`src/rtl/uart_rx.sv`:
```
// Oversampling UART receiver: start/data/optional parity/stop framing, one status pulse per frame.
// Define UART_RX_MAJORITY_EN to take a 3-sample majority vote around mid-bit.
module uart_rx #(
    parameter int width      = 8,
    parameter int OVERSAMPLE = 8
) (
    input  logic             clk,
    input  logic             rst,
    input  logic             RX_IN,
    input  logic             Par_en,
    input  logic             Par_type,
    output logic [width-1:0] P_data,
    output logic             Data_valid,
    output logic             Par_err,
    output logic             Stop_err
);

    localparam int CW = $clog2(OVERSAMPLE);
    localparam int BW = (width > 1) ? $clog2(width) : 1;
`ifdef UART_RX_MAJORITY_EN
    localparam int SAMPLE_AT = OVERSAMPLE / 2 + 1;
`else
    localparam int SAMPLE_AT = OVERSAMPLE / 2;
`endif
    localparam logic [CW-1:0] CNT_LAST   = CW'(OVERSAMPLE - 1);
    localparam logic [CW-1:0] CNT_SAMPLE = CW'(SAMPLE_AT);
    localparam logic [BW-1:0] BIT_LAST   = BW'(width - 1);

    typedef enum logic [2:0] {IDLE, START, DATA, PARITY, STOP} state_t;

    state_t             state_q, state_d;
    logic [CW-1:0]      cnt_q, cnt_d;
    logic [BW-1:0]      bit_idx_q, bit_idx_d;
    logic [width-1:0]   shift_q, shift_d;
    logic [width-1:0]   p_data_q, p_data_d;
    logic               par_en_q, par_en_d;
    logic               par_type_q, par_type_d;
    logic               perr_q, perr_d;
    logic               dv_q, dv_d;
    logic               pe_q, pe_d;
    logic               se_q, se_d;
    logic               sync1_q, rx_s;
    logic               rx_bit;
    logic               sample_pt;

`ifdef UART_RX_MAJORITY_EN
    logic s0_q, s1_q;

    // The two earlier votes are captured one and two clocks before the decision point.
    always_ff @(posedge clk or posedge rst) begin
        if (rst) begin
            s0_q <= 1'b1;
            s1_q <= 1'b1;
        end else begin
            if (cnt_q == CW'(SAMPLE_AT - 2)) s0_q <= rx_s;
            if (cnt_q == CW'(SAMPLE_AT - 1)) s1_q <= rx_s;
        end
    end

    assign rx_bit = (s0_q & s1_q) | (s0_q & rx_s) | (s1_q & rx_s);
`else
    assign rx_bit = rx_s;
`endif

    assign sample_pt  = (cnt_q == CNT_SAMPLE);
    assign P_data     = p_data_q;
    assign Data_valid = dv_q;
    assign Par_err    = pe_q;
    assign Stop_err   = se_q;

    always_ff @(posedge clk or posedge rst) begin
        if (rst) begin
            sync1_q    <= 1'b1;
            rx_s       <= 1'b1;
            state_q    <= IDLE;
            cnt_q      <= '0;
            bit_idx_q  <= '0;
            shift_q    <= '0;
            p_data_q   <= '0;
            par_en_q   <= 1'b0;
            par_type_q <= 1'b0;
            perr_q     <= 1'b0;
            dv_q       <= 1'b0;
            pe_q       <= 1'b0;
            se_q       <= 1'b0;
        end else begin
            sync1_q    <= RX_IN;
            rx_s       <= sync1_q;
            state_q    <= state_d;
            cnt_q      <= cnt_d;
            bit_idx_q  <= bit_idx_d;
            shift_q    <= shift_d;
            p_data_q   <= p_data_d;
            par_en_q   <= par_en_d;
            par_type_q <= par_type_d;
            perr_q     <= perr_d;
            dv_q       <= dv_d;
            pe_q       <= pe_d;
            se_q       <= se_d;
        end
    end

    // Stop is evaluated half a bit early so the next start edge is never missed.
    always_comb begin
        state_d    = state_q;
        cnt_d      = (cnt_q == CNT_LAST) ? '0 : cnt_q + CW'(1);
        bit_idx_d  = bit_idx_q;
        shift_d    = shift_q;
        p_data_d   = p_data_q;
        par_en_d   = par_en_q;
        par_type_d = par_type_q;
        perr_d     = perr_q;
        dv_d       = 1'b0;
        pe_d       = 1'b0;
        se_d       = 1'b0;
        case (state_q)
            IDLE: begin
                cnt_d = '0;
                if (!rx_s) begin
                    state_d    = START;
                    par_en_d   = Par_en;
                    par_type_d = Par_type;
                    perr_d     = 1'b0;
                end
            end
            START: begin
                if (sample_pt && rx_bit) begin
                    state_d = IDLE;
                    cnt_d   = '0;
                end else if (cnt_q == CNT_LAST) begin
                    state_d   = DATA;
                    bit_idx_d = '0;
                end
            end
            DATA: begin
                if (sample_pt) shift_d = {rx_bit, shift_q[width-1:1]};
                if (cnt_q == CNT_LAST) begin
                    if (bit_idx_q == BIT_LAST) state_d = par_en_q ? PARITY : STOP;
                    else bit_idx_d = bit_idx_q + BW'(1);
                end
            end
            PARITY: begin
                if (sample_pt && (rx_bit != ((^shift_q) ^ par_type_q))) perr_d = 1'b1;
                if (cnt_q == CNT_LAST) state_d = STOP;
            end
            STOP: begin
                if (sample_pt) begin
                    state_d = IDLE;
                    cnt_d   = '0;
                    if (!rx_bit) se_d = 1'b1;
                    else if (perr_q) pe_d = 1'b1;
                    else begin
                        dv_d     = 1'b1;
                        p_data_d = shift_q;
                    end
                end
            end
            default: begin
                state_d = IDLE;
                cnt_d   = '0;
            end
        endcase
    end

endmodule

```
`config.mk`:
```
export PLATFORM = sky130hd
export DESIGN_NAME = uart_rx
export DESIGN_NICKNAME = d
export VERILOG_FILES = /design/src/rtl/uart_rx.sv
export SDC_FILE = /design/constraint.sdc
export NUM_CORES = 1
export LEC_CHECK = 0
export ABC_AREA = 1
export BUFFER_PORTS_ARGS = -buffer_cell sky130_fd_sc_hd__buf_2
export CAP_MARGIN = 20
export CORE_MARGIN = 3
export CORE_UTILIZATION = 57
export DETAILED_ROUTE_END_ITERATION = 10
export GPL_TIMING_DRIVEN = 0
export PLACE_DENSITY_LB_ADDON = 0.25
export SYNTH_ARGS = -nofsm -noshare
export SYNTH_HDL_FRONTEND = slang
export SYNTH_SLANG_ARGS = --single-unit
```
`constraint.sdc`:
```
create_clock -name clk -period 4.77 [get_ports clk]
set_clock_uncertainty 0.1 [all_clocks]
set_input_delay 0.477 -clock clk [delete_from_list [all_inputs] [get_ports clk]]
set_output_delay 0.477 -clock clk [all_outputs]
set_load 0.005 [all_outputs]
```
# After elaboration in Yosys (flattened, before gate mapping)
# Index checks and enable logic that the tools add are counted.
[word_totals] out_inout_bits=11 wordCells=81 regBits=33 input_bits=5
[classes] bitwise=3 n_mux=32 n_addsub=2 n_eq_ne=18 reduce_logical=13
[op_table] cell="3-bit two-way mux" n=15
[op_table] cell="2-bit != test (second input constant)" n=9
[op_table] cell="3-bit case mux with 5 select lines" n=1
[op_table] cell="1-bit two-way mux" n=13
[op_table] cell="3-bit == test (second input constant)" n=4
[op_table] cell="3-bit case mux with 3 select lines" n=1
[op_table] cell="8-bit parity" n=1
[op_table] cell="3-bit by 1-bit adder with 3-bit output (second input constant)" n=2
[op_table] cell="3-bit by 2-bit == test with 1-bit output (second input constant)" n=2
[op_table] cell="3-bit case mux with 2 select lines" n=1
[op_table] cell="6-bit AND reduction" n=1
[op_table] cell="5-bit AND reduction" n=1
[op_table] cell="2-bit AND reduction" n=2
[op_table] cell="4-bit AND reduction" n=1
[op_table] cell="2-bit nonzero test" n=2
[op_table] cell="3-bit by 1-bit == test with 1-bit output (second input constant)" n=1
[op_table] cell="3-bit zero test" n=1
[op_table] cell="3-bit != test (second input constant)" n=1
[op_table] cell="3-bit AND reduction" n=1
[op_table] cell="1-bit logical AND" n=2
[op_table] cell="1-bit NOT" n=2
[op_table] cell="1-bit case mux with 2 select lines" n=1
[op_table] cell="2-bit OR reduction" n=1
[op_table] cell="1-bit != test" n=1
[op_table] cell="1-bit XOR" n=1

# Logic depth before layout (Yosys ltp)
[depth] ltp_word=6 depth_mapped=12 ltp_nobuf=12

# Worst setup path after synthesis
# OpenSTA, ideal clock, no wires.
[synth_path] path_kind="reg-to-reg" start="register cnt_q[0]" end="register p_data_q[1], in the netlist P_data[1]" path_buffers=1 stages_incl_launch_ff=11 slack_ps=3143 setup_time_ps=118 period_less_slack_ps=1627 arrival_time_ps=1409 cell_sequence="dfrtp_1 > inv_1 > ha_1 > nand2_2 > nor2_4 > inv_2 > nor3_4 > inv_2 > buf_6 > nand2_1 > o21ai_2"
[synth_between] elab_chain_cells=2
[synth_rtl] item="start: declaration" line="32" text="logic [CW-1:0] cnt_q, cnt_d;"
[synth_rtl] item="start signal: assignment" line="90" text="cnt_q <= cnt_d;"
[synth_rtl] item="3-bit == test" line="65" text="assign sample_pt = (cnt_q == CNT_SAMPLE);"
[synth_rtl] item="4-bit AND reduction (no line)"
[synth_rtl] item="end signal: assignment" line="93" text="p_data_q <= p_data_d;"
[synth_rtl] item="end: declaration" line="35" text="logic [width-1:0] p_data_q, p_data_d;"
# No other way between the ends.
# A chain may end at the register's enable or synchronous reset.

# Worst setup path after layout
[layout_path] start="register cnt_q[0]" end="register bit_idx_q[0]"
[layout_between] elab_chain_cells=4 elab_cells_between_ends=7 classes_between="5 x eq/ne; 2 x reduce/logical"
[layout_rtl] item="3-bit == test" line="65"
[layout_rtl] item="1-bit logical AND" line="127" text="if (sample_pt && rx_bit) begin"
[layout_rtl] item="2-bit != test (no line)"
[layout_rtl] item="5-bit AND reduction (no line) (*)"
[layout_rtl] item="end signal: assignment" line="91" text="bit_idx_q <= bit_idx_d;"
[layout_rtl] item="end: declaration" line="33" text="logic [BW-1:0] bit_idx_q, bit_idx_d;"
# Mark *: on every way between the ends. The rest lies on a longest branch, timed or not.

==> out/summary.log <==
qor: setup_path.crit_path_max_incr_delay 0.39 ns
qor: global_route.grt_start_max_net_pins 23
qor: floorplanning.coreArea 2590 sq um
qor: setup_path.critPathSlowestCell sky130_fd_sc_hd__dfrtp_1
qor: pwr.cellLeakagePower 0.000941 uW
qor: yosys.yosys_warnings 0
qor: timing.min_period_over_period 38.3%
qor: cells_and_area.syn2layout_area_growth 12.0%
qor: route.post-route-drc-count 0
qor: route.postRouteWirelength 2.94 mm
qor: yosys.flop_and_latch_count_out_of_synthesis 33
qor: timing.sum_of_negative_setup_slack 0 ns
qor: pwr.worst_ir_drop_vdd 0.367 mV
qor: floorplanning.chipHeight 59.5 um
qor: floorplanning.number_of_top_level_pins 16
qor: yosys.syn-cell-area 1630 sq um
qor: route.drtPass1Iterations 4
qor: placed_design.detailed_place_hpwl 2.26 mm
qor: cells_and_area.ratio_of_cells_with_drive_above_1_in_the_final_layout 23.2%
qor: setup_path.critPathRequiredTime 4.90 ns
qor: global_route.first_global_vias 1160
qor: route.antenna_violating_nets_post_route 0
qor: cts.post_cts.repair.setup_buffers 0
qor: pwr.pwr_density_cell 419 nW/um^2
qor: yosys.synth-seq-area-share 50.8%
qor: timing.drv_slew 0
qor: timing.hold_violations 0
qor: setup_path.cp-start-kind flop
qor: setup_path.crit_path_cell_trace inv_1 > ha_1 > nand2_2 > nor2_4 > nor2_1 > inv_1 > a21oi_4 > inv_1 > nand2_1 > o21ai_2
qor: cts.cts-htree-levels 2
qor: setup_path.critPathCaptureType flop
qor: cells_and_area.fin_area 1830 sq um
qor: cts.tritoncts yes
qor: timing.clock.fmax 547 MHz
qor: floorplanning.die_area 3540 sq um
qor: cts.numCtsBuffers 5
qor: timing.finalCriticalPeriod 1.83 ns
qor: cts.cts_repair_resize_count 0
qor: cts.clockRootBuffer sky130_fd_sc_hd__clkbuf_4
qor: global_route.number_of_antenna_violations_at_the_first_check_in_global_routing 0
qor: timing.unrepaired_setup_endpoints_after_global_routing false
qor: yosys.synth.area.top_cells sky130_fd_sc_hd__dfrtp_1, sky130_fd_sc_hd__nand2_1, sky130_fd_sc_hd__inv_1
qor: cells_and_area.area.sequential 828 sq um
qor: placed_design.postPlaceCellArea 1770 sq um
qor: timing.final-setup-viol-count 0
qor: yosys.mappedNetlistNets 198
qor: route.dr.first_iter.drc_count 43
qor: placed_design.gp_congestion 0.992
qor: floorplanning.std_cell_rows 18
qor: setup_path.crit_type reg -> reg
qor: cells_and_area.multiInputGateArea 666 sq um
qor: placed_design.buffer_ports.inserted 15
qor: route.routed-via-count 1253
qor: setup_path.cp_data_arrival_time 1.96 ns
qor: yosys.average_size_of_a_mapped_cell 8.67 sq um
qor: floorplanning.chipWidth 59.5 um
qor: hold_path.worstHoldPathType in -> async
qor: setup_path.worst_path_most_repeated_cell sky130_fd_sc_hd__inv_1
qor: global_route.grt_usage 19.6%
qor: global_route.grt_overflow 0
qor: cts.cts_hold_repair_buffers 0
qor: setup_path.timing.critical_path.fanout_max 4
qor: route.wire_per_inst 12.2 um
qor: cells_and_area.n_antenna_cell 0
qor: cts.worst_skew_pair.late_latency 0.34 ns
qor: cells_and_area.finalNetCount 221
qor: cells_and_area.n_fill_cell 213
qor: global_route.grt_pass1_wl 4.97 mm
qor: cts.cts.clk_slew.worst_paths 0.09 ns
qor: yosys.synthDominantCellAreaShare 47.6%
qor: timing.worst_pin_slew 0.537 ns
qor: run.max_cap_violations 0
qor: timing.slew_headroom 64.2%
qor: floorplanning.floorplan.initialDensity 62.9%
qor: route.viasPerCell 5.20
qor: yosys.synth_cells 188
qor: run_status.status complete, no violations
qor: yosys.synth.lib_cells_used.distinct 27
qor: cts.clock_path_buffers 2
qor: cts.cts.sink_count 33
qor: yosys.synth_largest_area_cell sky130_fd_sc_hd__dfrtp_1
==> metrics by stage <==
stage          std cells  setup WS [ns]  hold slack, ns  power, uW  util, %
2_1_floorplan        188           3.14           0.245        555        -
3_3_place_gp         233           3.04           0.248        594     67.3
3_5_place_dp         234           2.96           0.247        610     68.4
4_1_cts              241           2.94          0.0701        768     70.5
5_1_grt              241           2.78           0.102        824     70.5
6_report             241           2.94          0.0647        765     70.5
==> report_power, final <==
group          internal [uW]  total (uW)  leakage [uW]  switching (uW)
combinational           86.7         255      0.000469             168
clock                   69.5         159     0.0000314            89.1
sequential               318         352      0.000441            34.2
total                    474         765      0.000941             291
==> cells in the mapped netlist (all sizes together) <==
cell    number
xor2         1
dfrtp       31
or2          1
buf          2
ha           5
nor2        16
inv         32
o211ai       1
nand3        9
a32o         1
nand2       56
a21oi        6
nor4         1
dfstp        2
o31ai        1
nor3         4
o21ai       19
==> flip-flops by register name, summed over array words and instances, names as in the netlist <==
register    flops
P_data          8
shift_q         8
bit_idx_q       3
cnt_q           3
state_q         3
Data_valid      1
Par_err         1
Stop_err        1
par_en_q        1
par_type_q      1
perr_q          1
rx_bit          1
sync1_q         1
==> path summary, 6_finish.rpt <==
check / end / startpoint / depth (start not counted) / slack (ns)
worst max-delay path: bit_idx_q[0] / cnt_q[0] / 10 / 2.94
worst min-delay path: Par_err / rst / 2 / 0.06
worst max register to register: bit_idx_q[0] / cnt_q[0] / 10 / 2.94
worst min register to register: rx_bit / sync1_q / 0 / 0.26
max in group asynchronous: rx_bit / rst / 3 / 3.94
min in group clk: sync1_q / RX_IN / 1 / 0.13
==> cell type report <==
type                    instances  area share (%)
well taps                      30            2.06
multi-input cells             121            36.5
inverters                      32            6.58
flip-flops and latches         33            45.4
repair buffers                 16            5.62
plain buffers                   2           0.891
clock buffers                   7            3.02
==> cell families (layout without fill, tap and decap cells) <==
| family | after synthesis | after routing | synth area share, % |
|---|---|---|---|
| xor+xnor | 1 | 1 | 0.537 |
| flops | 33 | 33 | 50.8 |
| compound gates | 28 | 28 | 12.3 |
| fa+ha+maj | 5 | 5 | 3.84 |
| simple gates | 87 | 87 | 24.2 |
| buf+inv | 34 | 57 | 8.37 |
==> critical path, delay by kind of cell (launching register included) <==
kind | cells | cell delay (ns)
buffers and inverters | 3 | 0.26
AO/OA/AOI/OAI | 2 | 0.24
adder cells (fa/ha/maj) | 1 | 0.24
flip-flops | 1 | 0.39
AND/OR/NAND/NOR | 4 | 0.48
==> layer usage <==
layer | track usage [%] | vias up | wire (um)
met5 | 0 | - | 0
met4 | 8.09 | 0 | 44
met3 | 6.54 | 6 | 218
met2 | 30.9 | 38 | 1340
met1 | 24.5 | 572 | 1340
li1 | - | 637 | -
==> cells in the final DEF, fill, tap and decap left out <==
master / n
sky130_fd_sc_hd__nand3_1: 8
sky130_fd_sc_hd__nor3_4: 1
sky130_fd_sc_hd__inv_2: 5
sky130_fd_sc_hd__ha_1: 5
sky130_fd_sc_hd__o211ai_1: 1
sky130_fd_sc_hd__or2_4: 1
sky130_fd_sc_hd__o21ai_2: 9
sky130_fd_sc_hd__o21ai_1: 2
sky130_fd_sc_hd__clkbuf_8: 1
sky130_fd_sc_hd__a21oi_4: 1
sky130_fd_sc_hd__nand2_2: 1
sky130_fd_sc_hd__a32o_1: 1
sky130_fd_sc_hd__nor4_1: 1
sky130_fd_sc_hd__nand2_1: 55
sky130_fd_sc_hd__xor2_1: 1
sky130_fd_sc_hd__dfrtp_1: 31
sky130_fd_sc_hd__nor2_2: 1
sky130_fd_sc_hd__nor3_1: 3
sky130_fd_sc_hd__nand3_4: 1
sky130_fd_sc_hd__o21ai_0: 8
sky130_fd_sc_hd__dfstp_2: 2
sky130_fd_sc_hd__nor2_4: 2
sky130_fd_sc_hd__buf_2: 16
sky130_fd_sc_hd__clkbuf_4: 5
sky130_fd_sc_hd__a21oi_1: 5
sky130_fd_sc_hd__inv_1: 27
sky130_fd_sc_hd__clkbuf_1: 1
sky130_fd_sc_hd__buf_6: 1
sky130_fd_sc_hd__nor2_1: 13
sky130_fd_sc_hd__buf_16: 1
sky130_fd_sc_hd__o31ai_2: 1
(Power assumes the default switching activity.)
